**config.mk**
```make
export PLATFORM = sky130hd
export DESIGN_NAME = posit_normalize_encode
export DESIGN_NICKNAME = d
export VERILOG_FILES = /design/src/rtl/posit_defines.sv /design/src/rtl/posit_round_rne.sv /design/src/rtl/posit_normalize_encode.sv
export SDC_FILE = /design/constraint.sdc
export NUM_CORES = 1
export LEC_CHECK = 0
export CORE_ASPECT_RATIO = 0.9
export CORE_UTILIZATION = 40
export DETAILED_ROUTE_END_ITERATION = 16
export PLACE_DENSITY_LB_ADDON = 0.12
export SLEW_MARGIN = 10
export SYNTH_ARGS = -nofsm -noshare
export SYNTH_HDL_FRONTEND = slang
export SYNTH_SLANG_ARGS = --single-unit
```
**constraint.sdc**
```tcl
create_clock -name clk -period 10.23 [get_ports clk]
set_clock_uncertainty 0.2 [all_clocks]
set_input_delay 2.046 -clock clk [delete_from_list [all_inputs] [get_ports clk]]
set_output_delay 2.046 -clock clk [all_outputs]
set_load 0.005 [all_outputs]
```
**src/rtl/posit_defines.sv**
```systemverilog
// Shared posit definitions: field-width helpers, special encodings and the
// decoded-field payload exchanged between the extract and encode sides.
`ifndef POSIT_DEFINES_SV
`define POSIT_DEFINES_SV

`define GET_SCALE_WIDTH(N, ES) ($clog2((N) - 1) + (ES) + 2)
`define GET_FRACTION_WIDTH(N, ES) ((N) - (ES) - 3)

package posit_defines;

    localparam int DEF_POSIT_WIDTH   = 16;
    localparam int DEF_POSIT_ES      = 0;
    localparam int DEF_SCALE_WIDTH   = 6;
    localparam int DEF_FRAC_IN_WIDTH = 16;

    function automatic logic [63:0] posit_nar(input int n);
        return 64'(1) << (n - 1);
    endfunction

    function automatic logic [63:0] posit_maxpos(input int n);
        return (64'(1) << (n - 1)) - 64'(1);
    endfunction

    function automatic logic [63:0] posit_minpos(input int n);
        return 64'(n > 0);
    endfunction

    // Default-width instance of the decoded fields; modules with other
    // widths declare the same layout locally.
    typedef struct packed {
        logic                                sign;
        logic                                nar;
        logic                                zero;
        logic signed [DEF_SCALE_WIDTH-1:0]   scale;
        logic        [DEF_FRAC_IN_WIDTH-1:0] fraction;
        logic                                sticky;
    } posit_fields_t;

endpackage

`endif

```
**src/rtl/posit_round_rne.sv**
```systemverilog
// Round-to-nearest-even of a posit body with clamping to [minpos, maxpos],
// followed by sign application. Purely combinational.
module posit_round_rne
    import posit_defines::*;
#(
    parameter int POSIT_WIDTH = 16
) (
    input  logic [POSIT_WIDTH-2:0] body,
    input  logic                   guard,
    input  logic                   sticky,
    input  logic                   sign,
    output logic [POSIT_WIDTH-1:0] word
);

    localparam int N = POSIT_WIDTH;
    localparam logic [63:0] MAXPOS64 = posit_maxpos(N);
    localparam logic [63:0] MINPOS64 = posit_minpos(N);

    logic         inc;
    logic [N-1:0] sum;
    logic [N-2:0] mag;

    always_comb begin
        inc = guard & (body[0] | sticky);
        sum = {1'b0, body} + {{(N-1){1'b0}}, inc};
        mag = sum[N-2:0];
        // Carry out of the body means we rounded past maxpos.
        if (sum[N-1])
            mag = MAXPOS64[N-2:0];
        else if (mag == '0)
            mag = MINPOS64[N-2:0];
        word = sign ? (~{1'b0, mag} + N'(1)) : {1'b0, mag};
    end

endmodule

```
**src/rtl/posit_normalize_encode.sv**
```systemverilog
// Three-stage posit encoder: S1 captures decoded fields, S2 builds the
// regime/exponent/fraction body with guard and sticky, S3 rounds and negates.
module posit_normalize_encode
    import posit_defines::*;
#(
    parameter int POSIT_WIDTH   = 16,
    parameter int POSIT_ES      = 0,
    parameter int SCALE_WIDTH   = 6,
    parameter int FRAC_IN_WIDTH = 16
) (
    input  logic                     clk,
    input  logic                     rst_n,
    input  logic                     rts_i,
    output logic                     rtr_o,
    input  logic                     sow_i,
    input  logic                     eow_i,
    input  logic                     sign_i,
    input  logic                     nar_i,
    input  logic                     zero_i,
    input  logic [SCALE_WIDTH-1:0]   scale_i,
    input  logic [FRAC_IN_WIDTH-1:0] fraction_i,
    input  logic                     sticky_i,
    output logic                     rts_o,
    input  logic                     rtr_i,
    output logic                     sow_o,
    output logic                     eow_o,
    output logic [POSIT_WIDTH-1:0]   result
);

    localparam int N      = POSIT_WIDTH;
    localparam int STAGES = 3;
    localparam int TAIL_W = POSIT_ES + FRAC_IN_WIDTH;
    localparam int EXT_W  = N + TAIL_W;
    localparam int SH_W   = $clog2(N);

    localparam logic [63:0] NAR64    = posit_nar(N);
    localparam logic [63:0] MAXPOS64 = posit_maxpos(N);
    localparam logic [63:0] MINPOS64 = posit_minpos(N);

    typedef struct packed {
        logic                            sign;
        logic                            nar;
        logic                            zero;
        logic signed [SCALE_WIDTH-1:0]   scale;
        logic        [FRAC_IN_WIDTH-1:0] fraction;
        logic                            sticky;
    } fields_t;

    logic                adv;
    logic                acc;
    logic [STAGES:1]     vld_pipe;
    logic [STAGES:1]     sow_pipe;
    logic [STAGES:1]     eow_pipe;
    fields_t             s1;
    fields_t             s1_d;

    logic [N-2:0]        s2_body;
    logic                s2_guard;
    logic                s2_sticky;
    logic                s2_sign;
    logic                s2_nar;
    logic                s2_zero;

    logic signed [SCALE_WIDTH-1:0] k;
    int                  k_int;
    int                  run_len;
    logic                fill;
    logic [SH_W-1:0]     sh;
    logic [TAIL_W-1:0]   tail;
    logic [EXT_W-1:0]    ext;
    logic [EXT_W-1:0]    shifted;
    logic [N-2:0]        body_d;
    logic                guard_d;
    logic                sticky_d;

    logic [N-1:0]        rounded;
    logic [N-1:0]        result_d;

    assign adv   = rtr_i | ~rts_o;
    assign rtr_o = adv;
    assign acc   = rts_i & adv;
    assign rts_o = vld_pipe[STAGES];
    assign sow_o = sow_pipe[STAGES];
    assign eow_o = eow_pipe[STAGES];

    assign s1_d = '{sign: sign_i, nar: nar_i, zero: zero_i, scale: scale_i,
                    fraction: fraction_i, sticky: sticky_i};

    if (POSIT_ES > 0) begin : g_exp
        assign tail = {s1.scale[POSIT_ES-1:0], s1.fraction};
    end else begin : g_noexp
        assign tail = s1.fraction;
    end

    assign k = $signed(s1.scale) >>> POSIT_ES;

    // The regime is a run of fill bits closed by one opposite bit. Prefixing
    // N-1 fill bits and shifting left trims the run to its true length.
    always_comb begin
        k_int    = int'(k);
        fill     = ~k[SCALE_WIDTH-1];
        run_len  = fill ? k_int + 2 : 1 - k_int;
        sh       = SH_W'(N - run_len);
        ext      = {{(N-1){fill}}, ~fill, tail};
        shifted  = ext << sh;
        body_d   = shifted[EXT_W-1 -: N-1];
        guard_d  = shifted[EXT_W-N];
        sticky_d = (|shifted[EXT_W-N-1:0]) | s1.sticky;
        if (k_int >= N - 2) begin
            body_d   = MAXPOS64[N-2:0];
            guard_d  = 1'b0;
            sticky_d = 1'b0;
        end else if (k_int < 2 - N) begin
            body_d   = MINPOS64[N-2:0];
            guard_d  = 1'b0;
            sticky_d = 1'b0;
        end
    end

    posit_round_rne #(
        .POSIT_WIDTH(N)
    ) u_round (
        .body  (s2_body),
        .guard (s2_guard),
        .sticky(s2_sticky),
        .sign  (s2_sign),
        .word  (rounded)
    );

    assign result_d = s2_nar  ? NAR64[N-1:0] :
                      s2_zero ? '0           : rounded;

    always_ff @(posedge clk) begin
        if (!rst_n) begin
            vld_pipe  <= '0;
            sow_pipe  <= '0;
            eow_pipe  <= '0;
            s1        <= '0;
            s2_body   <= '0;
            s2_guard  <= 1'b0;
            s2_sticky <= 1'b0;
            s2_sign   <= 1'b0;
            s2_nar    <= 1'b0;
            s2_zero   <= 1'b0;
            result    <= '0;
        end else if (adv) begin
            vld_pipe  <= {vld_pipe[STAGES-1:1], acc};
            sow_pipe  <= {sow_pipe[STAGES-1:1], sow_i & acc};
            eow_pipe  <= {eow_pipe[STAGES-1:1], eow_i & acc};
            s1        <= s1_d;
            s2_body   <= body_d;
            s2_guard  <= guard_d;
            s2_sticky <= sticky_d;
            s2_sign   <= s1.sign;
            s2_nar    <= s1.nar;
            s2_zero   <= s1.zero;
            result    <= result_d;
        end
    end

endmodule
```
# --- Yosys cells after proc, flatten, opt, wreduce, memory -nomap -nowiden ---
# Index checks and enable logic that the tools add are counted.
op_classes:
  addsub: 5
  mul: 0
  div_mod_pow: 0
  order_cmp: 2
  n_eq_ne: 0
  n_shift: 1
  n_mux: 12
  bitwise_logic: 10
  reduce_logical: 2
ops:
  columns: ["op", "count"]
  rows:
  - ["$mux 15", 4]
  - ["$mux 16", 3]
  - ["$shl 32x4->32", 1]
  - ["$add 15x1->16", 1]
  - ["$add 16x1->16 const B", 1]
  - ["$not 15->16", 1]
  - ["$reduce_or 16->1", 1]
  - ["$logic_not 15->1", 1]
  - ["$ge 6x5->1 const B", 1]
  - ["$lt 6x5->1 const B", 1]
  - ["$add 4x3->4 const B", 1]
  - ["$and 1x1->1", 4]
  - ["$mux 1", 4]
  - ["$mux 4", 1]
  - ["$sub 1x4->4 const A", 1]
  - ["$sub 2x4->4 const A", 1]
  - ["$or 1x1->1", 3]
  - ["$not 1->1", 2]
word_totals:
  register_bits: 71
  latchBits: 0
  ramBits: 0
  romBits: 0
  out_inout_bits: 20
  elab_cells: 48
  memories: 0

# --- Longest topological paths before layout ---
# Gate-level depths: netlist of run 1.
logic_depth:
  ltp_word: 11
  mapped_depth: 18
  ltp_nobuf: 17

# --- Modules after synthesis ---
# From an unflattened synthesis of run 1, not the netlist that was laid out.
hier_totals:
  cells_unflattened: 578
  hier_area_um2: 4725.8
modules_own_cells:
  columns: ["mod", "instances", "cells_per_inst", "area_per_inst_um2", "seq_area_each_um2"]
  rows:
  - ["posit_normalize_encode", 1, 427, 3714.8, 1421.4]
  - ["posit_round_rne", 1, 151, 1011.0, 0.0]

# --- Least setup slack after synthesis of run 1 ---
# Ideal clock, no wire load.
synth_path:
  path_type: "input -> output"
  startpoint: "in rtr_i"
  endpoint: "out rtr_o"
  t_arrival_ns: 2.779
  t_required_ns: 7.984
  path_slack_ns: 5.205
  cell_stages: 4
  path_cell_list: "nor2b_1 > clkbuf_1 > inv_2 > clkbuf_1"
synth_between:
  elab_chain_len: 1
synth_rtl:
  columns: ["item", "line_no", "text"]
  rows:
  - ["from (decl)", "posit_normalize_encode.sv:24", "input logic rtr_i,"]
  - ["$or 1x1->1", "posit_normalize_encode.sv:79", "assign adv = rtr_i | ~rts_o;"]
  - ["to (decl)", "posit_normalize_encode.sv:14", "output logic rtr_o,"]
# No other way between the ends.

# --- Final worst setup path of run 1 ---
# Ends and elaborated chain as after synthesis.

==> results of run 1 <==
flip-flops by register name, summed over array words and instances (netlist names), 3 cells and up:
register	cells
result	16
s2_body	15
vld_pipe	3
k	6
s1	4
sow_pipe	3
eow_pipe	3
tail	16
critical path, delay by kind of cell:
family                 cells  cell delay, ns
buffers and inverters      4            2.13
and+or+nand+nor            1            0.04
worst max-delay path by stage:
stage | start | end | slack [ns] | cells past startpoint
6_report | rtr_i | rtr_o | 3.76 | 5
5_1_grt | rtr_i | rtr_o | 3.61 | 5
4_1_cts | rtr_i | rtr_o | 3.73 | 5
3_5_place_dp | rtr_i | rtr_o | 3.74 | 5
3_3_place_gp | rtr_i | rtr_o | 3.76 | 5
2_1_floorplan | rtr_i | rtr_o | 5.21 | 4
synthesized netlist by cell type, types with 3 or more instances:
cell / instances / share of area
sky130_fd_sc_hd__ha_1: 7 / 0.019
sky130_fd_sc_hd__buf_2: 9 / 0.0097
sky130_fd_sc_hd__nor4_1: 3 / 0.0040
sky130_fd_sc_hd__nor3_1: 12 / 0.013
sky130_fd_sc_hd__inv_1: 8 / 0.0064
sky130_fd_sc_hd__buf_4: 4 / 0.0064
sky130_fd_sc_hd__a21oi_1: 17 / 0.018
sky130_fd_sc_hd__nand3_1: 15 / 0.016
sky130_fd_sc_hd__dfxtp_1: 71 / 0.30
sky130_fd_sc_hd__mux2_2: 4 / 0.0097
sky130_fd_sc_hd__a211oi_1: 12 / 0.019
sky130_fd_sc_hd__nor2_1: 37 / 0.030
sky130_fd_sc_hd__buf_6: 4 / 0.0097
sky130_fd_sc_hd__xnor2_1: 14 / 0.026
sky130_fd_sc_hd__nor2b_1: 6 / 0.0081
sky130_fd_sc_hd__o221a_2: 12 / 0.029
sky130_fd_sc_hd__mux4_2: 3 / 0.014
sky130_fd_sc_hd__a21boi_0: 39 / 0.063
sky130_fd_sc_hd__clkbuf_1: 29 / 0.023
sky130_fd_sc_hd__nand2b_1: 4 / 0.0054
sky130_fd_sc_hd__a22oi_1: 6 / 0.0097
sky130_fd_sc_hd__a31oi_1: 5 / 0.0067
sky130_fd_sc_hd__xor2_1: 7 / 0.013
sky130_fd_sc_hd__and2_1: 6 / 0.0081
sky130_fd_sc_hd__o31ai_1: 7 / 0.011
sky130_fd_sc_hd__nand2_1: 124 / 0.10
sky130_fd_sc_hd__mux2i_1: 22 / 0.047
sky130_fd_sc_hd__o21ai_0: 33 / 0.035
kinds of logic after synthesis:
logic type	count (synthesis)	synth area share
AND/OR/NAND/NOR	233	0.241
adder cells (fa/ha/maj)	7	0.0188
multiplexers	29	0.0714
buffers and inverters	58	0.0588
AO/OA/AOI/OAI	164	0.261
XOR/XNOR	22	0.0443
flip-flops	71	0.305
per-layer routing:
layer  global-route usage  part of all wire
met5                    0                 0
met3               0.0373             0.055
met1                0.326              0.53
met2                0.283              0.41
met4               0.0467            0.0071
power groups by stage:
stage / sequential (mW) / clock (mW) / combinational, mW
6_report: 0.347 / 0.363 / 0.273
5_1_grt: 0.353 / 0.382 / 0.303
4_1_cts: 0.347 / 0.368 / 0.272
3_5_place_dp: 0.353 / 0 / 0.270
3_3_place_gp: 0.352 / 0 / 0.268
2_1_floorplan: 0.324 / 0 / 0.226
layout by cell type, fill, tap and decap left out, types with 7 or more instances in the layout:
master and instances:
sky130_fd_sc_hd__nor2_1 37, sky130_fd_sc_hd__dfxtp_1 71, sky130_fd_sc_hd__ha_1 7, sky130_fd_sc_hd__a211oi_1 12, sky130_fd_sc_hd__a21oi_1 17, sky130_fd_sc_hd__clkbuf_16 9, sky130_fd_sc_hd__xor2_1 7, sky130_fd_sc_hd__o21ai_0 33
sky130_fd_sc_hd__o31ai_1 7, sky130_fd_sc_hd__inv_1 8, sky130_fd_sc_hd__mux2i_1 22, sky130_fd_sc_hd__nand2_1 124, sky130_fd_sc_hd__xnor2_1 14, sky130_fd_sc_hd__nand3_1 15, sky130_fd_sc_hd__clkdlybuf4s50_1 51, sky130_fd_sc_hd__a21boi_0 39
sky130_fd_sc_hd__o221a_2 12, sky130_fd_sc_hd__nor3_1 12
final cells by class:
class | count | area [um^2] | share of cell area
clock buffers | 10 | 239 | 0.0433
clock inverters | 5 | 106 | 0.0193
inverters | 10 | 37.5 | 0.00681
multi-input cells | 455 | 2980 | 0.539
flip-flops and latches | 71 | 1420 | 0.258
well taps | 156 | 195 | 0.0354
repair buffers | 55 | 541 | 0.0980
stage by stage:
step | worst slack (ns) | util | area, um^2
after floorplan | 5.21 | - | 4660
after detailed placement | 3.74 | 0.454 | 5170
final | 3.76 | 0.484 | 5520
after CTS | 3.73 | 0.484 | 5520
after global routing | 3.61 | 0.484 | 5520
after global placement | 3.76 | 0.454 | 5170
==> run summary, run 1 <==
The overall fraction of global-route tracks in use was 0.206; the ratio of cells with drive above 1 in the final layout was 0.102. The final hold violation count was 0; the total core area was 11,400 um^2. The number of routed nets with antenna violations came out at 0.

Setup repair after global routing left no endpoint under its margin. Cell seen most often among critical-path stages: sky130_fd_sc_hd__clkdlybuf4s50_1. The post-synthesis cell type count was 75. Using the TritonRoute via totals, the vias-per-cell ratio works out to 5.51.

The run gives 3 as the maximum level of the CTS H-tree. The residual overflow from global routing was 0; the part of the total power dissipated in the clock network was 0.369. Die span in x: 116 um.

The tools report the synthesized net count as 623. For this design the static power due to leakage is 2.05 nW. Pin count of the biggest net entering global routing: 65. In this run the deepest clock path goes through 2 buffers.

Gates resized during post-CTS repair numbered 0. For the register area share after synthesis, the log shows 0.305. The largest single stage delay on the critical path is 0.70 ns.

The worst flop-to-flop path endpoint was s2_sticky. The count of yosys warnings during synthesis came out at 0. TritonCTS built the clock tree.

The number of standard cells after synthesis was 584; the overall die area was 12,100 um^2. The period utilization came out at 0.632. The smallest clock period supported by the final layout is computed as 6.47 ns. Across all register-to-register paths, the minimum setup slack is 5.52 ns.

The number of optimization iterations in the first detailed-route pass is 5. The source of the worst hold timing path is result[4]. Slowest library cell on the worst path: sky130_fd_sc_hd__inv_2. Data on the critical path arrives at its endpoint at 4.22 ns.

Counting instances, the worst hold path has a depth of 2. The count of buffers added on input and output ports is 51. The routed layout has 4,197 vias. Number of fill cells: 1,151. STA classifies the critical path endpoint as an output pin. In the routed design, unresolved DRC markers number 0.

Walking the worst path, the cells encountered are clkdlybuf4s50_1, nor2b_4, buf_4, inv_2, clkdlybuf4s50_1. The run gives 0 as the initial antenna violation count. The detailed router finished its first iteration with 325 violations. The path with the worst hold slack has its endpoint at result[4]. Based on the critical path, the design can be clocked at up to 0.155 GHz. Summed over all nets, the switching power comes to 309 uW.

The number of flip-flops and latches in the synthesized netlist was 71. The tools report the count of pins over their slew limit as 0. The later pin in the worst-skew pair is clocked with a latency of 0.33 ns. For this run, the number of standard cells in the final layout without fillers is 762. Once the clock tree was built, the setup fixing pass inserted 0 buffers. The number of enable flip-flop cells after synthesis is 0, and the hold buffer count at CTS is 0. At the worst endpoint, the required time is 7.98 ns. The async set-or-reset flop fraction in the synthesized netlist is 0, and the post-route setup TNS is 0 ns. After floorplanning, the core was divided into 37 placement rows.

Summing internal, switching and leakage power gives 983 uW. The clock-pin slew of the registers on the worst-case setup and hold paths is 0.05 ns. Setup violations remaining at the end of the flow were counted as 0. The setup path with the least slack is of type in -> out. The largest voltage drop on the vdd net was 0.0000911 V; the cell area after technology mapping was 4660 um^2. The run gives 9 as the clock buffer count from CTS. Across the run, the number of max-cap violations was 0. The count of nets after finishing was 641. The path class of the tightest hold or removal check is reg -> reg. In this run the clock root is driven by a sky130_fd_sc_hd__clkbuf_16. For this run, the leading register cell type out of synthesis is sky130_fd_sc_hd__dfxtp_1. The routed design has 11,600 um of wire.

The worst setup path is launched from an input port. On the final layout, the worst hold slack is 0.253 ns. The number of antenna diodes in the final layout is 0. The routed length per placed instance was 15.2 um.

The internal portion of the total power is 675 uW. The relative slew slack came out at 0.371. In this run the worst path has a maximum fanout of 55. The wire-length estimate of the detail-placed layout is 8420 um. The worst register-to-register path has a depth of 11. The number of global-route vias before repair came out at 3,930. The run gives 52 as the number of top-level pins. The fraction of power consumed by combinational cells is 0.277.

The worst register-to-register path begins at k[5]. At the end of routability-driven placement, the weighted congestion stood at 0.873. The worst-margin pin slew is 0.937 ns.

The run finished with clean final reports. Signed area change from the synthesized netlist to the final layout: 18.3%. The run gives 0.409 as the initial cell density of the core.

Number of clock sinks seen by CTS: 71. In this run the mean area of a mapped cell was 7.98 um^2. The power density over the cells was 178 nW/um^2. The die is 104 um tall. The switching power share of the total is 0.314. The logs give 19,800 um for the global-route wire length before repair and 0.353 for the relative contribution of sequential cells to total power. The number of placed instances, taps included, is 747.
No activity file was read; power rests on OpenSTA's default activity.
==> run 2: changes to the inputs <==
- clock period: 10.23 -> 6.05 ns (I/O delays scaled with it)
==> run 2 against run 1 <==
  * Setup slack worse by 2.5 ns
  * Die area unchanged
  * Clock power is 59% higher
  * Critical endpoint is now s2_sticky
  * Largest cell class unchanged
==> run summary, run 2 (synthesis results as in run 1) <==
The violation count after the first detailed-routing iteration came out at 258 (-21%). The detailed-route via count is 4,252 (+1.3%), and the count of nets after finishing is 641 (unchanged). Sort of element at the end of the critical path: a flop. The cell family with the largest share of critical-path delay was adder cells. Leaving out fill and tap cells, the most frequent cell in the layout is sky130_fd_sc_hd__nand2_1. The routed length per placed instance is 15.6 um (+2.8%), and the worst path required time is 6.08 ns (-1.90 ns). The die span in x came out at 116 um (unchanged). Compared with the post-synthesis result, the final layout area differs by 17.7%.

Overall fraction of global-route tracks in use: 0.210 (+0.00372). The final weighted congestion in routability-driven placement was 0.861 (-1.3%). The antenna cell count is 0 (unchanged). The run gives 8500 um (+0.94%) as the placed wire-length estimate. The tools report the startpoint of the worst register-to-register path as k[5].

The worst-skew pair later-pin latency came out at 0.34 ns (about the same). The slowest library cell on the worst path is sky130_fd_sc_hd__ha_1. For the count of pins over their slew limit, the log shows 0 (unchanged). Walking the worst path, the cells encountered are inv_1, ha_1, inv_2, ha_1, mux2i_1, mux2i_1, nor4_1, nor2_1, a211oi_1, o221ai_1, a32o_1. Achievable frequency: 0.209 GHz. The run finished with clean final reports. The number of buffers added on ports was 51 (unchanged); the clock-pin slew of the registers on the worst-case setup and hold paths was 0.06 ns (about the same). The period utilization was 0.792; the number of gates resized after CTS was 0 (unchanged). The post-CTS setup repair buffer count was 0 (unchanged). The number of top-level pins was 52 (unchanged). CTS placed an instance of sky130_fd_sc_hd__clkbuf_16 at the clock tree root. The hold buffer count at CTS came out at 0 (unchanged). The number of buffers on the longest clock path was 2 (unchanged). In the layout the commonest cells are sky130_fd_sc_hd__nand2_1 (124), sky130_fd_sc_hd__dfxtp_1 (71), sky130_fd_sc_hd__clkdlybuf4s50_1 (51).

The initial antenna violation count is 0 (unchanged). The arrival time at the worst endpoint was 4.82 ns (+0.60 ns); the static leakage was 2.04 nW (-0.64%). The peak fanout along the critical path is 23 (-58%), and the total number of cells along the worst setup path is 11 (+6). The worst-margin pin slew was 1.14 ns (+0.202 ns).

Global-route wire length before repair: 20,000 um (+1.2%). The end point of the critical path is s2_sticky. The ratio of cells with drive above 1 in the final layout was 0.102 (unchanged). Via-per-instance ratio: 5.58 (+1.3%). The logs give 3,950 (+0.51%) for the number of global-route vias before repair and 0 (unchanged) for the number of maximum-capacitance violations. The number of routed nets with antenna violations is 0 (unchanged). The power density over the cells came out at 296 nW/um^2 (+66%).

The relative slew slack is 0.235 (-0.136), and the clock buffer count from CTS is 9 (unchanged). The residual overflow from global routing is 0 (unchanged), and the longest individual stage delay on the worst path is 0.94 ns (+0.24 ns). Post-route minimum period: 4.79 ns. The count of endpoints failing setup in the final report was 0 (unchanged); the total core area was 11,400 um^2 (unchanged). The run gives 1420 um^2 (unchanged) as the total area of sequential cells.

The total area of multi-input combinational cells was 2980 um^2 (unchanged); the overall die area was 12,100 um^2 (unchanged). The logs give 762 (unchanged) for the post-layout instance count excluding filler cells and 0.000125 V (+37%) for the largest voltage drop on the vdd net. The most critical setup path has its startpoint at k[5]. In this run the worst hold path is classified as reg -> reg. The number of clock sinks seen by CTS came out at 71 (unchanged). TritonCTS built the clock tree. The maximum level of the CTS H-tree came out at 3 (unchanged).

The worst setup path is of the reg -> reg kind. The cell depth of the worst flop-to-flop path was 11 (unchanged); the final hold violation count was 0 (unchanged). The instance count after placement with tap cells included was 747 (unchanged). For the post-route setup TNS, the log shows 0 ns (unchanged).

The reg2reg setup slack came out at 1.26 ns (-4.26 ns). The initial cell density of the core is 0.409 (unchanged). The number of fill cells is 1,135 (-1.4%). The die span in y was 104 um (unchanged). The number of optimization iterations in the first detailed-route pass is 5 (unchanged).

The routed wire length came out at 11,900 um (+2.8%). The kind of start point of the critical path was a flop. The worst flop-to-flop path endpoint is s2_sticky.

The tools report the post-route DRC violation count as 0 (unchanged). Setup repair after global routing left no endpoint under its margin. The number of buffer and inverter stages on the critical path is 2 (-2), and the row count is 37 (unchanged). The pin count of the biggest net entering global routing was 65 (unchanged).
[run 2: through the flow]
step / utilization / power (mW) / setup slack (ns) / cell area [um^2] / hold slack [ns]
3_5_place_dp: 0.454 / 1.05 / 1.36 / 5170 / 0.250
4_1_cts: 0.482 / 1.63 / 1.33 / 5490 / 0.258
5_1_grt: 0.482 / 1.71 / 0.848 / 5490 / 0.273
6_report: 0.482 / 1.62 / 1.26 / 5490 / 0.256
3_3_place_gp: 0.454 / 1.04 / 1.54 / 5170 / 0.243
2_1_floorplan: - / 0.931 / 2.45 / 4660 / 0.238
[run 2: per-layer routing]
layer,share of wire,global-route usage
met5,0,0
met1,0.50,0.314
met4,0.014,0.0586
met3,0.066,0.0431
met2,0.42,0.300
[run 2: worst min-delay path by stage]
stage               startpoint    endpoint  slack [ns]  depth (start not counted)
floorplan              tail[0]     tail[0]        0.24                          2
global placement     result[4]   result[4]        0.24                          2
detailed placement  result[12]  result[12]        0.25                          2
CTS                 result[12]  result[12]        0.26                          2
global route        result[12]  result[12]        0.27                          2
finish              result[12]  result[12]        0.26                          2
[run 2: area by class of cell]
cell class / count / share of cell area
inverter: 10 / 0.00684
clock inverter: 6 / 0.0171
clock buffer: 9 / 0.0410
sequential: 71 / 0.259
timing repair buffer: 55 / 0.0985
tap: 156 / 0.0356
multi-input combinational: 455 / 0.542
[run 2: tightest hold or removal path, delay by kind of cell (launching register included)]
family	cells	cell delay, ns
and+or+nand+nor	1	0.05
AOI/OAI and AO/OA	1	0.05
DFF	1	0.31
[run 2: report_power, final]
group | internal, mW | switching [mW] | total (mW)
clock network | 0.362 | 0.217 | 0.578
logic | 0.213 | 0.248 | 0.460
registers | 0.514 | 0.0719 | 0.586
==> run 3: changes to the inputs <==
- clock period: 6.05 -> 4.95 ns (I/O delays scaled with it)
==> run 3 against run 2 <==
  * Worst hold slack better by 0.0022 ns
  * Design area increased by 0.14%
  * Sequential share of layout area is essentially flat
  * Utilization increased by 0.066 points
  * Setup slack got worse by 0.56 ns
  * Non-clock buffer count up 3
  * Sequential cell count unchanged
  * Via count rose by 0.28%
  * Critical endpoint is now result[14]
  * Largest power group unchanged
==> run summary, run 3 (synthesis results as in run 1) <==
For the residual overflow from global routing, the log shows 0 (unchanged). The run gives 52 (unchanged) as the number of top-level pins. In the layout the commonest cells are sky130_fd_sc_hd__nand2_1 (124), sky130_fd_sc_hd__dfxtp_1 (71), sky130_fd_sc_hd__clkdlybuf4s50_1 (51). The tools report the achievable frequency as 0.235 GHz (+13%). The worst-margin pin slew works out to 0.982 ns (-0.158 ns). The routed length per placed instance was 15.4 um (-1.5%). Count of pins over their slew limit: 0 (unchanged).

TritonCTS built the clock tree. For the routed wire length, the log shows 11,800 um (-0.99%). Setup repair after global routing left no endpoint under its margin.

For the worst hold margin, the log shows 0.259 ns (+0.00222 ns). The overall fraction of global-route tracks in use is 0.208 (-0.00197). STA classifies the critical path endpoint as a flop.

The signed area change from the synthesized netlist to the final layout came out at 17.9%. Final hold violation count: 0 (unchanged). The ratio of cells with drive above 1 in the final layout was 0.108 (+0.00589).

The static leakage is 2.04 nW (about the same). The worst setup path is launched from a flop. The clock-pin slew of the registers on the worst-case setup and hold paths was 0.06 ns (about the same). For the count of nets after finishing, the log shows 644 (+0.47%). The worst-skew pair later-pin latency was 0.33 ns (about the same); the power density over the cells was 353 nW/um^2 (+19%). The logs give 4,264 (+0.28%) for the detailed-route via count and 37 (unchanged) for the row count. For the total core area, the log shows 11,400 um^2 (unchanged). Maximum level of the CTS H-tree: 3 (unchanged). In this run the critical register-to-register path is launched from s2_body[0].

The relative slew slack was 0.341 (+0.106); the switching power share of the total was 0.337 (+0.00682). The internal cell power came out at 1.29 mW (+18%). The min-delay analysis places its worst path in the category reg -> reg. The global-route wire length before repair came out at 19,800 um (-0.93%).

The number of buffers added on ports is 51 (unchanged), and the arrival time at the worst endpoint is 4.28 ns (-0.54 ns). For the largest voltage drop on the vdd net, the log shows 0.000180 V (+44%). The hold buffer count at CTS was 0 (unchanged); the post-route DRC violation count was 0 (unchanged).

Initial antenna violation count: 0 (unchanged). The peak fanout along the critical path is 10 (-57%). The violation count after the first detailed-routing iteration is 356 (+38%), and the switching power is 654 uW (+22%). The run gives 0.341 (-0.015) as the part of the total power dissipated in the clock network. The antenna cell count came out at 0 (unchanged). Master cell of the clock root buffer: sky130_fd_sc_hd__clkbuf_16.

The final weighted congestion in routability-driven placement is 0.878 (+2.0%), and the number of maximum-capacitance violations is 0 (unchanged). The number of fill cells came out at 1,157 (+1.9%). For the post-CTS setup repair buffer count, the log shows 0 (unchanged).

The count of endpoints failing setup in the final report is 0 (unchanged), and the number of clock sinks seen by CTS is 71 (unchanged). The clock buffer count from CTS came out at 9 (unchanged). The flow ran to the end, and the final reports show no timing, DRC or antenna violations. The number of buffers on the longest clock path is 2 (unchanged).

The die span in x came out at 116 um (unchanged). By startpoint and endpoint, the worst setup path is classified as reg -> reg. The logs give 8480 um (-0.18%) for the placed wire-length estimate and 0.368 (+0.007) for the relative contribution of sequential cells to total power.

The die span in y is 104 um (unchanged). Commonest non-fill, non-tap cell in the layout: sky130_fd_sc_hd__nand2_1. The tools report the number of global-route vias before repair as 3,938 (-0.30%). The number of optimization iterations in the first detailed-route pass is 5 (unchanged), and the via-per-instance ratio is 5.57 (-0.24%). The post-route setup TNS was 0 ns (unchanged); the pin count of the biggest net entering global routing was 55 (-15%). The post-route minimum period was 4.25 ns (-0.541 ns). Tracing the worst setup path back leads to its startpoint at s2_body[0]. The period utilization is 0.859 (+0.0668). The number of gates resized after CTS is 0 (unchanged), and the fraction of power consumed by combinational cells is 0.290 (+0.007).

The tools report the overall die area as 12,100 um^2 (unchanged). The initial cell density of the core came out at 0.409 (unchanged). The number of routed nets with antenna violations is 0 (unchanged), and the worst path required time is 4.97 ns (-1.11 ns).

The source of the worst hold timing path is s1[0].
## run 3: metal layers
| metal | share of wire | up-vias | GRT usage |
|---|---|---|---|
| met5 | 0 | - | 0 |
| met4 | 0.011 | 0 | 0.0586 |
| met3 | 0.067 | 11 | 0.0460 |
| met2 | 0.42 | 110 | 0.300 |
| met1 | 0.50 | 2007 | 0.306 |
| li1 | - | 2136 | - |
## run 3: final cells by class
cell class	count	area (um^2)	area share
Clock buffer	9	225	0.0410
Timing Repair Buffer	58	563	0.102
Clock inverter	7	78.8	0.0143
Sequential cell	71	1420	0.259
Multi-Input combinational cell	455	2980	0.541
Inverter	10	37.5	0.00683
Tap cell	156	195	0.0355
## run 3: metrics by stage
step / utilization / instances / area (um^2) / total power, mW / setup slack, ns
after floorplan: - / 584 / 4660 / 1.14 / 1.35
after global placement: 0.456 / 750 / 5190 / 1.28 / 0.992
after detailed placement: 0.456 / 750 / 5190 / 1.28 / 0.781
after CTS: 0.483 / 766 / 5500 / 1.95 / 0.764
after global routing: 0.483 / 766 / 5500 / 2.06 / 0.267
final: 0.483 / 766 / 5500 / 1.94 / 0.698
## run 3: power groups by stage
| stage | clock network, mW | registers [mW] | logic, mW |
|---|---|---|---|
| after CTS | 0.679 | 0.714 | 0.562 |
| after floorplan | 0 | 0.669 | 0.468 |
| after global routing | 0.703 | 0.726 | 0.628 |
| after global placement | 0 | 0.724 | 0.557 |
| final | 0.662 | 0.715 | 0.563 |
| after detailed placement | 0 | 0.726 | 0.558 |
## run 3: path summary, 6_finish.rpt
| path | to | slack, ns | cells after the start |
|---|---|---|---|
| worst min-delay path | s1[0] | 0.26 | 2 |
| worst max register to register | result[14] | 0.70 | 17 |
| worst max-delay path | result[14] | 0.70 | 17 |
| worst min register to register | s1[0] | 0.26 | 2 |
## run 3: worst max-delay path, stage by stage (launching register included)
cell and delay (ns):
sky130_fd_sc_hd__dfxtp_1 0.35, sky130_fd_sc_hd__o21a_1 0.13, sky130_fd_sc_hd__ha_1 0.26, sky130_fd_sc_hd__ha_1 0.38
sky130_fd_sc_hd__nand3_4 0.19, sky130_fd_sc_hd__nor4_2 0.43, sky130_fd_sc_hd__nor3_1 0.12, sky130_fd_sc_hd__o211ai_2 0.30
sky130_fd_sc_hd__nor2_1 0.14, sky130_fd_sc_hd__nor3_1 0.21, sky130_fd_sc_hd__ha_1 0.19, sky130_fd_sc_hd__inv_1 0.05
sky130_fd_sc_hd__or2_2 0.30, sky130_fd_sc_hd__a21oi_2 0.19, sky130_fd_sc_hd__nand3_1 0.15, sky130_fd_sc_hd__o31ai_1 0.32
sky130_fd_sc_hd__nand3_1 0.12, sky130_fd_sc_hd__o311ai_0 0.12
